`config.mk`:
```
export PLATFORM = sky130hd
export DESIGN_NAME = mips_multicycle_core
export DESIGN_NICKNAME = d
export VERILOG_FILES = /design/src/rtl/mips_multicycle_core.sv
export SDC_FILE = /design/constraint.sdc
export NUM_CORES = 2
export LEC_CHECK = 0
export CORE_MARGIN = 2
export CORE_UTILIZATION = 30
export DETAILED_ROUTE_END_ITERATION = 8
export MAX_ROUTING_LAYER = met4
export SLEW_MARGIN = 20
export SYNTH_ARGS = -nofsm -noshare
export SYNTH_HDL_FRONTEND = slang
export SYNTH_SLANG_ARGS = --single-unit
```
`constraint.sdc`:
```
create_clock -name clk -period 86.6 [get_ports clk]
set_input_delay 17.32 -clock clk [delete_from_list [all_inputs] [get_ports clk]]
set_output_delay 17.32 -clock clk [all_outputs]
set_load 0.02 [all_outputs]
```
`src/rtl/mips_multicycle_core.sv`:
```
// mips_multicycle_core: multi-cycle MIPS subset core (add, sub, and, or, slt,
// addi, lw, sw, beq, j, halt) with one shared ALU, one register file and one
// unified instruction/data memory port using a req/ready handshake.
//
// Ports:
//   clk        rising-edge clock
//   clr        asynchronous active-high reset
//   mem_req    memory request valid (registered)
//   mem_we     1 = write, 0 = read (registered, valid while mem_req)
//   mem_addr   byte address, ADDR_W bits (registered, valid while mem_req)
//   mem_wdata  store data (registered, valid while mem_req && mem_we)
//   mem_rdata  read data, sampled when mem_req && mem_ready
//   mem_ready  memory completes the current request this cycle
//   halted     core stopped on a halt instruction
//   dbg_pc     current program counter
module mips_multicycle_core #(
  parameter int unsigned       ADDR_W   = 32,
  parameter logic [ADDR_W-1:0] RESET_PC = '0
) (
  input  logic              clk,
  input  logic              clr,
  output logic              mem_req,
  output logic              mem_we,
  output logic [ADDR_W-1:0] mem_addr,
  output logic [31:0]       mem_wdata,
  input  logic [31:0]       mem_rdata,
  input  logic              mem_ready,
  output logic              halted,
  output logic [ADDR_W-1:0] dbg_pc
);

  localparam logic [5:0] OP_RTYPE = 6'h00;
  localparam logic [5:0] OP_J     = 6'h02;
  localparam logic [5:0] OP_BEQ   = 6'h04;
  localparam logic [5:0] OP_ADDI  = 6'h08;
  localparam logic [5:0] OP_LW    = 6'h23;
  localparam logic [5:0] OP_SW    = 6'h2B;
  localparam logic [5:0] OP_HALT  = 6'h3F;

  localparam logic [5:0] FN_ADD = 6'h20;
  localparam logic [5:0] FN_SUB = 6'h22;
  localparam logic [5:0] FN_AND = 6'h24;
  localparam logic [5:0] FN_OR  = 6'h25;
  localparam logic [5:0] FN_SLT = 6'h2A;

  typedef enum logic [2:0] {
    S_FETCH, S_DECODE, S_EXEC, S_MEM, S_WB, S_HALT
  } state_e;

  state_e             state_q;
  logic [ADDR_W-1:0]  pc_q;
  logic [31:0]        ir_q, a_q, b_q, alu_q, mdr_q;
  logic [31:0]        rf_q [32];
  logic               mem_req_q, mem_we_q, halted_q;
  logic [ADDR_W-1:0]  mem_addr_q;
  logic [31:0]        mem_wdata_q;

  logic [5:0]         opcode, funct;
  logic [4:0]         rs, rt, rd, wb_dst;
  logic [31:0]        imm_sext, addr_sum, alu_r, pc_ext, wb_data;
  logic [ADDR_W-1:0]  pc_inc, jump_pc, br_pc;
  logic               funct_ok;

  // Instruction field decode, shared ALU and target address computation
  always_comb begin
    opcode   = ir_q[31:26];
    rs       = ir_q[25:21];
    rt       = ir_q[20:16];
    rd       = ir_q[15:11];
    funct    = ir_q[5:0];
    imm_sext = {{16{ir_q[15]}}, ir_q[15:0]};
    pc_ext   = 32'(pc_q);
    addr_sum = a_q + imm_sext;
    pc_inc   = pc_q + ADDR_W'(4);
    // Upper PC bits only survive when the address space reaches bit 28
    jump_pc  = ADDR_W'({pc_ext[31:28], ir_q[25:0], 2'b00});
    br_pc    = ADDR_W'(pc_ext + {imm_sext[29:0], 2'b00});
    wb_dst   = (opcode == OP_RTYPE) ? rd : rt;
    wb_data  = (opcode == OP_LW) ? mdr_q : alu_q;
    funct_ok = 1'b1;
    alu_r    = '0;
    case (funct)
      FN_ADD:  alu_r = a_q + b_q;
      FN_SUB:  alu_r = a_q - b_q;
      FN_AND:  alu_r = a_q & b_q;
      FN_OR:   alu_r = a_q | b_q;
      FN_SLT:  alu_r = {31'b0, ($signed(a_q) < $signed(b_q))};
      default: funct_ok = 1'b0;
    endcase
  end

  // Control FSM and datapath registers; a request is launched on the edge
  // that enters FETCH or MEM so the bus sees it in the first cycle there
  always_ff @(posedge clk or posedge clr) begin
    if (clr) begin
      state_q     <= S_FETCH;
      pc_q        <= RESET_PC;
      ir_q        <= '0;
      a_q         <= '0;
      b_q         <= '0;
      alu_q       <= '0;
      mdr_q       <= '0;
      mem_req_q   <= 1'b0;
      mem_we_q    <= 1'b0;
      mem_addr_q  <= '0;
      mem_wdata_q <= '0;
      halted_q    <= 1'b0;
      for (int i = 0; i < 32; i++) rf_q[i] <= '0;
    end else begin
      case (state_q)
        S_FETCH: begin
          if (!mem_req_q) begin
            // Only after reset: no request was launched on entry
            mem_req_q  <= 1'b1;
            mem_we_q   <= 1'b0;
            mem_addr_q <= pc_q;
          end else if (mem_ready) begin
            ir_q      <= mem_rdata;
            pc_q      <= pc_inc;
            mem_req_q <= 1'b0;
            state_q   <= S_DECODE;
          end
        end
        S_DECODE: begin
          a_q <= rf_q[rs];
          b_q <= rf_q[rt];
          case (opcode)
            OP_J: begin
              pc_q       <= jump_pc;
              mem_req_q  <= 1'b1;
              mem_we_q   <= 1'b0;
              mem_addr_q <= jump_pc;
              state_q    <= S_FETCH;
            end
            OP_HALT: begin
              halted_q <= 1'b1;
              state_q  <= S_HALT;
            end
            OP_RTYPE, OP_ADDI, OP_LW, OP_SW, OP_BEQ: state_q <= S_EXEC;
            default: begin
              mem_req_q  <= 1'b1;
              mem_we_q   <= 1'b0;
              mem_addr_q <= pc_q;
              state_q    <= S_FETCH;
            end
          endcase
        end
        S_EXEC: begin
          case (opcode)
            OP_RTYPE: begin
              if (funct_ok) begin
                alu_q   <= alu_r;
                state_q <= S_WB;
              end else begin
                mem_req_q  <= 1'b1;
                mem_we_q   <= 1'b0;
                mem_addr_q <= pc_q;
                state_q    <= S_FETCH;
              end
            end
            OP_ADDI: begin
              alu_q   <= addr_sum;
              state_q <= S_WB;
            end
            OP_LW, OP_SW: begin
              alu_q       <= addr_sum;
              mem_req_q   <= 1'b1;
              mem_we_q    <= (opcode == OP_SW);
              mem_addr_q  <= ADDR_W'(addr_sum);
              mem_wdata_q <= b_q;
              state_q     <= S_MEM;
            end
            OP_BEQ: begin
              if (a_q == b_q) pc_q <= br_pc;
              mem_req_q  <= 1'b1;
              mem_we_q   <= 1'b0;
              mem_addr_q <= (a_q == b_q) ? br_pc : pc_q;
              state_q    <= S_FETCH;
            end
            default: begin
              mem_req_q  <= 1'b1;
              mem_we_q   <= 1'b0;
              mem_addr_q <= pc_q;
              state_q    <= S_FETCH;
            end
          endcase
        end
        S_MEM: begin
          if (mem_ready) begin
            if (mem_we_q) begin
              mem_we_q   <= 1'b0;
              mem_addr_q <= pc_q;
              state_q    <= S_FETCH;
            end else begin
              mdr_q     <= mem_rdata;
              mem_req_q <= 1'b0;
              state_q   <= S_WB;
            end
          end
        end
        S_WB: begin
          if (wb_dst != 5'd0) rf_q[wb_dst] <= wb_data;
          mem_req_q  <= 1'b1;
          mem_we_q   <= 1'b0;
          mem_addr_q <= pc_q;
          state_q    <= S_FETCH;
        end
        S_HALT: begin
          mem_req_q <= 1'b0;
          halted_q  <= 1'b1;
        end
        default: state_q <= S_HALT;
      endcase
    end
  end

  assign mem_req   = mem_req_q;
  assign mem_we    = mem_we_q;
  assign mem_addr  = mem_addr_q;
  assign mem_wdata = mem_wdata_q;
  assign halted    = halted_q;
  assign dbg_pc    = pc_q;

endmodule
```
Word-level counts from Yosys, hierarchy flattened. Index checks and enable logic that the tools add are counted. Widths: inputs -> output; s select.

Add/sub/neg operators: 5. $mul: 0. Divide/modulo/power cells: 0. $lt $le $gt $ge: 5. Equal/unequal tests: 30. Shift operators: 0. Mux-type cells: 52. Bitwise logic cells: 8. Reduce and logical (&&, ||, !) cells: 27.

Operators by type and width (count): $bwmux 1024 (1); $mux 32 (15); $bmux 32 s5 (2); $pmux 32 s5 (2); $demux 32 s5 (1); $pmux 32 s2 (2); $pmux 32 s4 (1); $add 32x32->32 (3); $pmux 32 s3 (1); $eq 6x6->1 const B (8); $add 32x3->32 const B (1); $and 32x32->32 (1); $eq 32x32->1 (1); $lt 32x32->1 (1); $or 32x32->32 (1); $sub 32x32->32 (1); $mux 28 (1); $ne 2x2->1 const B (11); $ge 6x6->1 const B (3); $not 5->6 (3); $pmux 3 s6 (1); $mux 3 (5); $mux 1 (12); $reduce_and 6->1 (2); 33 further kinds (47).

Flip-flop bits (word level): 1286. Bits in latches: 0. Bits in writable memories: 0. Memory bits (read-only): 0. Bits of input ports: 35. Output and inout port bits: 99. Word-level logic and storage cells: 172. Memories: 0.

Depth between registers and ports, before layout.
Depth in word-level cells: 8. Mapped depth: 13. Gate-level depth less buffers: 13.

Worst setup path after synthesis. No wires, ideal clock.

Kind: input to register. Start point: in mem_ready. End point: reg pc_q[22], in the netlist dbg_pc[22]. Library setup time: 0.082 ns. Arrival time: 18.690 ns. Data required time: 86.518 ns. Path slack: 67.828 ns. Stages on the path: 7. Path buffers: 2. Path through: nand2_1 o21ai_0 a21oi_1 clkbuf_1 clkbuf_1 o22ai_1 a31oi_1.

Longest elaborated chain between the ends: 2.

Ends and longest elaborated chain: start: declaration (line 27) `input logic mem_ready,`; $ne 2x2->1 (no source line); $reduce_and 5->1 (no source line); end signal: assignment (line 119) `pc_q <= pc_inc;`; end signal: assignment (line 129) `pc_q <= jump_pc;`; end signal: assignment (line 174) `if (a_q == b_q) pc_q <= br_pc;`; end: declaration (line 51) `logic [ADDR_W-1:0] pc_q;`.

Every way passes these cells. A chain may end at the register's enable or synchronous reset.

==> flow_summary.toml <==
[cts]
postCtsSetupRepairBufs = 0
cts_resized = 0
cts_max_path_buffers = 3
insertion_delay_ps = 830
cts_root_buf = "clkbuf_16"
cts_sinks = 1284
h-tree-depth = 4
postCtsHoldBufs = 0
cts-buffers-inserted = 142
cts_tree = "built"
cts.clk_slew.worst_paths_ps = 60

[logic_synthesis]
synth-edff-count = 0
syn_area_mm2 = 0.0721
yosysTopAreaCellShare = 0.446
yosysWarnings = 0
syn_avg_cell_area_um2 = 10.7
synthFlopType = "dfrtp_1"
synth-seq-cells = 1284
synth_cell_types = 94
synthTopCellsByArea = "dfrtp_1 (45%), mux4_2 (20%), a21oi_1 (5.5%), o21ai_0 (4.4%), nor2_1 (3.9%)"
synth_top_area_cell = "dfrtp_1"
async_flop_share = 1.00
syn_inst = 6729
yosysSeqAreaShare = 0.446

[power_and_ir_drop]
leakagePower_nw = 33.5
irDropWorstVdd_uv = 26.7
clkPwrFrac = 0.218
intPower_mw = 1.72
p_switching_mw = 1.23
seqPwrFrac = 0.332
combPwrFrac = 0.449
cellPowerDensity_mw_per_mm2 = 36.3
swShare = 0.418

[floorplan]
core-area_mm2 = 0.238
initial_utilization = 0.302
die_w_um = 494
ioPinCount = 134
fp.dieH_um = 494
die_area_mm2 = 0.244
rows = 179

[grt]
antenna_found_initial = 9
grt_pass1_vias = 54800
grt_usage = 0.215
grt_overflow = 0
grt_max_degree = 188
grt_pass1_wl_um = 381000

[status]
outcome = "finished clean"

[sta]
skew_ps = 37.7
fin_tns_setup_ps = 0
fin_ws_ps = 65780
finalSetupViolations = 0
max_freq_mhz = 48.0
relSlewSlack = 0.179
fin_crit_sh = 0.240
hold_viol = 0
final.min_clock_period_ps = 20820
rsz0062_at_grt = "no"
tightest_slew_ps = 1200
drv_slew = 0

[placed_design]
io_buffers = 131
gp_routability_congestion = 1.00
dp.final_hpwl_um = 166000
pre_cts_slack_ps = 64710

[detailed_routing]
via_count = 56000
wirelength_um = 257000
drc = 0
viasPerCell = 5.71
antenna_left = 0
first_pass_iters = 5
wl_per_cell_um = 26.3
drtIter0Drc = 6484

[critical_path]
cp_max_fo = 187
critPathArrivalTime_ps = 21600
path_class = "input pin to async pin"
crit_path_start = "clr"
crit_required_ps = 87380
r2r-start = "ir_q[16]$_DFFE_PP0P_"
cp-start-kind = "input pin"
regToRegEndpoint = "b_q[30]$_DFFE_PP0P_"
cp-end-kind = "async pin"
endpoint = "rf_q[574]$_DFFE_PP0P_"
regToRegSetupSlack_ps = 81240
r2r_cells = 8

[final_layout]
fin_nets = 6721
drive_gt1_frac = 0.179
areaGrowthSynthToFinish_pct = 12.8

[min_path]
hold_path.class = "register to register"

[flow_run]
maxCapViolCount = 0
[cell usage in the layout, fill, tap and decap left out, types with 43 or more instances in the layout]
cell and instances:
clkdlybuf4s50_1 131, mux4_2 640, a31oi_1 43, mux2_2 58
ha_1 169, buf_4 131, mux2i_1 76, dfrtp_1 1272
xnor2_1 68, a21o_1 46, clkbuf_16 147, nor2_1 755
o21ai_0 640, a21oi_1 784, o21ai_1 47, nand3_1 49
inv_1 117, nand2_1 730
[layer usage]
layer	share of wire	track usage	vias to the layer above
li1	-	-	24100
met5	0	-	-
met2	0.46	0.324	2711
met1	0.41	0.282	28600
met4	0.056	0.107	0
met3	0.078	0.0341	570
[sequential cells by signal, summed over array words and instances (netlist names), 32 cells and up]
| signal | cells |
|---|---|
| ir_q | 32 |
| mdr_q | 32 |
| rf_q | 1024 |
| mem_wdata | 32 |
| alu_q | 32 |
| mem_addr | 32 |
| b_q | 32 |
| a_q | 32 |
[power groups by stage]
stage               registers, mW  logic (mW)  clock network [mW]
floorplan                   0.885       0.969                   0
global placement            0.970        1.30                   0
detailed placement          0.985        1.31                   0
CTS                         0.975        1.32               0.654
global route                 1.00        1.42               0.679
finish                      0.981        1.33               0.645
[cell families (layout without fill, tap and decap cells)]
| family | Yosys count | count (layout) | share of synthesized area |
|---|---|---|---|
| AOI/OAI and AO/OA | 1838 | 1838 | 0.143 |
| adders and majority gates | 173 | 173 | 0.0304 |
| DFF | 1284 | 1284 | 0.446 |
| and+or+nand+nor | 1782 | 1782 | 0.104 |
| muxes | 806 | 806 | 0.224 |
| buffers and inverters | 750 | 646 | 0.0413 |
| xor gates and xnor gates | 95 | 95 | 0.0115 |
| other | 1 | 6 | 0.0000520 |
[Yosys cell counts (all sizes together), types with 7 or more instances]
| master | instances |
|---|---|
| a2111oi | 10 |
| a211oi | 23 |
| a21o | 46 |
| a21oi | 786 |
| a221oi | 37 |
| a22o | 10 |
| a22oi | 20 |
| a311oi | 7 |
| a31oi | 43 |
| and3 | 15 |
| and4 | 7 |
| buf | 203 |
| clkbuf | 429 |
| dfrtp | 1284 |
| ha | 169 |
| inv | 118 |
| mux2 | 58 |
| mux2i | 108 |
| mux4 | 640 |
| nand2 | 744 |
| nand2b | 25 |
| nand3 | 52 |
| nand4 | 22 |
| nor2 | 777 |
| nor2b | 23 |
| nor3 | 38 |
| nor3b | 13 |
| nor4 | 22 |
| o2111ai | 7 |
| o211ai | 21 |
| o21a | 10 |
| o21ai | 688 |
| o21bai | 15 |
| o221ai | 19 |
| o22a | 8 |
| o22ai | 23 |
| o31ai | 14 |
| or2 | 9 |
| or3 | 12 |
| xnor2 | 68 |
| xor2 | 27 |
[worst min-delay path by stage]
stage | cells after the start | to | from | slack (ps)
floorplan | 1 | rf_q[1000]$_DFFE_PP0P_ | rf_q[1000]$_DFFE_PP0P_ | 440
global placement | 0 | rf_q[997]$_DFFE_PP0P_ | rf_q[997]$_DFFE_PP0P_ | 380
detailed placement | 0 | rf_q[1002]$_DFFE_PP0P_ | rf_q[1002]$_DFFE_PP0P_ | 380
CTS | 0 | rf_q[1014]$_DFFE_PP0P_ | rf_q[1014]$_DFFE_PP0P_ | 400
global route | 0 | rf_q[1002]$_DFFE_PP0P_ | rf_q[1002]$_DFFE_PP0P_ | 410
finish | 0 | rf_q[1006]$_DFFE_PP0P_ | rf_q[1006]$_DFFE_PP0P_ | 390
[critical path, stage by stage]
cell and delay (ps):
clkdlybuf4s50_1 490, inv_8 540, buf_12 620, buf_4 720, buf_12 640, buf_12 790
[stage by stage]
step	power (mW)	util	hold WS, ps	cell area (um2)	std cells
after CTS	2.95	0.341	396	81300	9793
after global routing	3.10	0.341	405	81300	9797
final	2.95	0.341	393	81300	9797
after detailed placement	2.30	0.321	383	76400	9536
after global placement	2.27	0.321	376	76400	9536
after floorplan	1.85	-	441	72100	6730
[layout make-up]
cell class                      count  area (um2)
Fill cell                       23600      157000
Multi-Input combinational cell   4696       37300
Sequential cell                  1284       32200
Clock buffer                      202        4180
Tap cell                         3167        3960
Timing Repair Buffer              271        2470
Clock inverter                     55         743
Inverter                          118         450
Antenna cell                        4        10.0
Power figures use the tool's default switching activity.
